File: src/rtl/data_memory.sv
// 256 x 8 data memory: synchronous write, combinational read gated by MemRead.
// A reset edge loads the identity image mem[a] = a so programs can read known data.
module data_memory #(
  parameter int ADDR_W = 8,
  parameter int DATA_W = 8
) (
  input  logic              clk,
  input  logic              Reset,
  input  logic [ADDR_W-1:0] address,
  input  logic [DATA_W-1:0] WriteD,
  input  logic              MemRead,
  input  logic              MemWrite,
  output logic [DATA_W-1:0] ReadD
);

  localparam int unsigned DEPTH = 2 ** ADDR_W;

  logic [DATA_W-1:0] mem [DEPTH];

  // Reset has priority: the full image is restored and any write on that edge is dropped.
  always_ff @(posedge clk) begin
    if (Reset) begin
      for (int unsigned i = 0; i < DEPTH; i++) begin
        mem[ADDR_W'(i)] <= DATA_W'(i);
      end
    end else if (MemWrite) begin
      mem[address] <= WriteD;
    end
  end

  always_comb begin
    ReadD = '0;
    if (MemRead && !Reset) begin
      ReadD = mem[address];
    end
  end

endmodule

File: config.mk
export PLATFORM = sky130hd
export DESIGN_NAME = data_memory
export DESIGN_NICKNAME = d
export VERILOG_FILES = /design/src/rtl/data_memory.sv
export SDC_FILE = /design/constraint.sdc
export NUM_CORES = 2
export LEC_CHECK = 0
export ABC_AREA = 1
export BUFFER_PORTS_ARGS = -buffer_cell sky130_fd_sc_hd__buf_2
export CAP_MARGIN = 10
export CORE_MARGIN = 4
export CORE_UTILIZATION = 53
export DETAILED_ROUTE_END_ITERATION = 12
export PLACE_DENSITY = 0.73
export REMOVE_ABC_BUFFERS = 1
export SYNTH_ARGS = -nofsm -noshare
export SYNTH_HDL_FRONTEND = slang
export SYNTH_SLANG_ARGS = --single-unit
File: constraint.sdc
create_clock -name clk -period 5.5 [get_ports clk]
set_input_delay 0.275 -clock clk [delete_from_list [all_inputs] [get_ports clk]]
set_output_delay 0.275 -clock clk [all_outputs]
set_load 0.01 [all_outputs]
# Word level (Yosys, flattened, before mapping)
# Memories as Yosys holds them, arrays and structs flattened.
# Cells that the tools add are included.
# classes
add_sub_neg,0
mul,0
div,0
n_lt_le_gt_ge,0
n_eq_ne,0
n_shift,0
n_mux,9
bitwise_logic,0
reduce_logical,3
# op_table
cell,count
$mux 8,3
$reduce_or 8->1,1
$mux 1,6
$logic_and 1x1->1,1
$logic_not 1->1,1
# word_totals
register_bits,0
latchBits,0
ramBits,2048
mem_bits_ro,0
out_inout_bits,8
mem_count,1
# memory_table
name,depth,width,rd,rd_ports_with_merged_regs,wr,line_no,rtl
mem,256,8,1,0,256,18,logic [DATA_W-1:0] mem [DEPTH];

# Depth between registers and ports, before layout
# depth
depth_word,5
ltp_mapped,18
depth_no_buf,15

# Least setup slack after synthesis
# No wires, ideal clock.
# synth_path
kind,input -> register
from,input port address[0]
to,memory mem[168][0] (enable)
setup_ns,0.329
arrival_time_ns,1.847
required_ns,5.171
path_slack_ns,3.324
cell_stages,13
path_cell_list,buf_4 -> buf_2 -> buf_6 -> nor2_1 -> inv_1 -> nor2_1 -> inv_1 -> nor2_1 -> inv_1 -> buf_2 -> nor2_1 -> inv_1 -> nand2_1
# synth_rtl
item,line_no,rtl
"start, declared",9,"input logic [ADDR_W-1:0] address,"
"end, declared",18,

# Worst setup path after layout
# layout_path
from,input port address[0]
to,output port ReadD[7]
# layout_via
elab_chain_len,2
# layout_lines
item,line_no,rtl
$mem_v2 256x8,--,
$mux 8,33,if (MemRead && !Reset) begin
"end, declared",13,output logic [DATA_W-1:0] ReadD
# No other way between the ends.

==> summary.txt <==
Run status
  • Outcome: complete, no violations

Logic synthesis
  • Synth warn: 0
  • Post-synth EDFFs: a little over 2000
  • Cell Area, Synth: between 0.09 and 0.1 mm^2
  • Post-Synth Simple-Gate Area: 0.3191
  • Most common cell in the netlist: nand2_1
  • Top post-synthesis cells by count: nand2_1, edfxtp_1, nor2_1
  • Distinct cells, synth: 17
  • Post-synthesis mux area share: 0
  • Adder-cell share of the synthesized area: 0
  • Top-area cell type share of the netlist area: 0.6393
  • Mapped Cells: 11130
  • Synth async-reset ratio: 0
  • Sequential share of the synthesized area: 0.6393
  • Yosys reg bits: ~2000
  • Synth area leaders: edfxtp_1, nand2_1, nor2_1
  • Synth Area in Compound Gates: 0.0008844
  • Largest family of logic cells by synthesized area: simple AND/OR/NAND/NOR gates
  • Avg Cell Area, Syn: 8.645 um^2
  • Yosys top cell by area: edfxtp_1
  • Post-Synth XOR/XNOR Area: 0
  • Synth Flop Type: edfxtp_1

Min path
  • HP Class: input port to register

Global routing
  • Global-route usage over all layers: 0.2885
  • First-pass GRT wire length: between 400000 and 500000 um
  • Vias in the first global route: 70520
  • GR Overflow Total: 0
  • Pin count of the biggest net entering global routing: 204
  • Initial antenna violation count: 7

Critical path
  • CP Capture Type: output pin
  • Max FO, Critical Path: 80
  • Max incr delay on CP: 0.91 ns
  • Crit path max-delay family: simple AND/OR/NAND/NOR gates
  • CP bufs+invs: 4
  • Setup CP Type: input port to output pin
  • WP data required: about 5.2 ns
  • Startpoint types: input port
  • Crit path cell chain: buf_8 > inv_8 > buf_4 > nand2_1 > nand2_1 > nand2_1 > nand2_1 > nand2_1 > nand2_1 > nor2_1 > nor2_1 > nor2_1 > nand2_1 > nand2_1 > nand2_1 > nor2_1 > nor2_1 > buf_2
  • Crit path DAT: 3.93 ns
  • Cell mode on critical path: nand2_1
  • CP max stage cell: nor2_1

Die
  • Ports: 28
  • Num rows: 156
  • Full die area: between 0.15 and 0.2 mm^2
  • Die Wd: 434.0 um
  • Die height: roughly 430 um
  • CORE AREA: 0.1805 mm^2
  • Effective utilization at floorplan: 0.5328

Clock tree
  • CTS tree: built
  • CTS buffer count: 206
  • H-tree levels: 4
  • Setup bufs post-CTS: 0
  • Clk sinks: 2048
  • Reg clk slew, reported paths: 0.06 ns
  • CTS max path bufs: 3
  • CTS root buffer: clkbuf_16

Cells and area
  • Area delta synth->final: 8.537%
  • Multi-input gate area: approximately 0.031 mm^2
  • Top flop regs: mem: 2048 flops
  • Most flops, register: mem
  • # fillers: about 15000
  • Nets@finish: ~11000
  • Largest register FFs: 2048
  • Layout cells sized above 1: 0.05285
  • Sequential Area: just over 0.06 mm^2

STA
  • Minimum clock period: about 4.2 ns
  • Final setup violation count: 0
  • Unrepaired setup endpoints after global routing: no
  • Slew headroom: 0.1914
  • Final TNS setup: 0 ns
  • Final Hold Vio Count: 0
  • Slew Limit Fails: 0
  • Final period utilization: 0.7638
  • Actual slew at the worst max-slew pin: 1.210 ns
  • Setup WS post-layout: ~1.3 ns
  • Max Freq: 238.1 MHz

Power
  • Net switching power: 8.526 mW
  • Clock Power Share: 0.398
  • PD cells: 334.4 mW/mm^2
  • Leak: about 43 nW
  • Worst VDD drop: 0.3187 mV
  • Logic pwr share: 0.083
  • Design internal power: 26.39 mW
  • Net Sw Frac: 0.2442
  • Sequential power share: 0.520

Drt
  • Met3 routed WL: 31840 um
  • DRT Wirelength: 273900 um
  • Top Layer Used: met4
  • Residual DRC count: 0
  • Pre-antenna DRT Iters: 6
  • Met2 wire len: 126200 um
  • Met1 WL: 103300 um
  • Post-DR wirelength/cell: 20.54 um
  • DR iter-0 viols: 10310
  • Number of nets with antenna violations after routing: 0
  • Vias: ~74000
  • Vias per inst: roughly 5.6

Place
  • Dpl hpwl: 164300 um
  • RePlAce Congestion: 0.9600
  • IO buf count: 27
  • DP Worst Slack: roughly 1.4 ns

Job
  • Total of max-cap violations: 0
[stage by stage]
step	std cells	util	hold slack [ns]	power [mW]	area (um^2)
after CTS	13330	0.5782	0.04554	34.88	104400
after floorplan	10460	-	0.6707	20.18	93480
final	13330	0.5783	0.07846	34.92	104400
after global routing	13330	0.5783	0.09129	35.96	104400
after global placement	12950	0.5416	0.8617	21.22	97790
after detailed placement	12950	0.5416	0.8693	21.27	97790
[final timing paths]
check,slack [ns],to,start,cells past startpoint
max,1.30,ReadD[7],address[0],18
min,0.08,mem[113][4]$_SDFFCE_PN1P_,WriteD[4],3
[kinds of logic (layout without fill, tap and decap cells)]
family	after synthesis	after routing
AOI/OAI and AO/OA	17	17
buffers and inverters	993	821
DFF	2048	2048
other	0	7
and+or+nand+nor	8070	8070
[metal layers]
layer  global-route usage  vias to the layer above
li1                     -                    34350
met1               0.3924                    34990
met2               0.4563                     4273
met3              0.05370                      618
met4               0.1266                        0
met5                    0                        -
[power groups by stage]
stage / Combinational [mW] / Clock, mW / Sequential [mW]
floorplan: 1.79 / 0 / 18.4
global placement: 2.77 / 0 / 18.4
detailed placement: 2.80 / 0 / 18.5
CTS: 2.82 / 13.9 / 18.1
global route: 3.13 / 14.6 / 18.2
finish: 2.88 / 13.9 / 18.1
[final cells by class]
cell class | instances | share of cell area
Inverter | 320 | 0.01237
Tap cell | 2370 | 0.02840
Sequential cell | 2048 | 0.5890
Clock buffer | 254 | 0.05171
Antenna cell | 7 | 0.0001678
Multi-Input combinational cell | 8087 | 0.2952
Timing Repair Buffer | 126 | 0.01191
Clock inverter | 121 | 0.01126
[cell usage in the layout (no fill, tap or decap), drive strengths merged]
cell type    synthesis  routed
nand3              159     159
edfxtp            2048    2048
buf                195     123
bufinv               0      19
clkbuf             478     254
clkinv               1      90
nand2             6249    6249
a21oi                8       8
nor2              1662    1662
inv                319     325
dlygate4sd3          0       3
o21ai                9       9
diode                0       7
clkinvlp             0       7
[timing repair]
action	CTS	global route
endpoints found under the hold margin	25	0
hold buffers	3	0
gates resized for setup	0	0
[tightest hold or removal path: cells and delay by family]
family,cells,cell delay [ns]
buffers and inverters,2,0.35
and+or+nand+nor,1,0.16
Power figures use the tool's default switching activity.
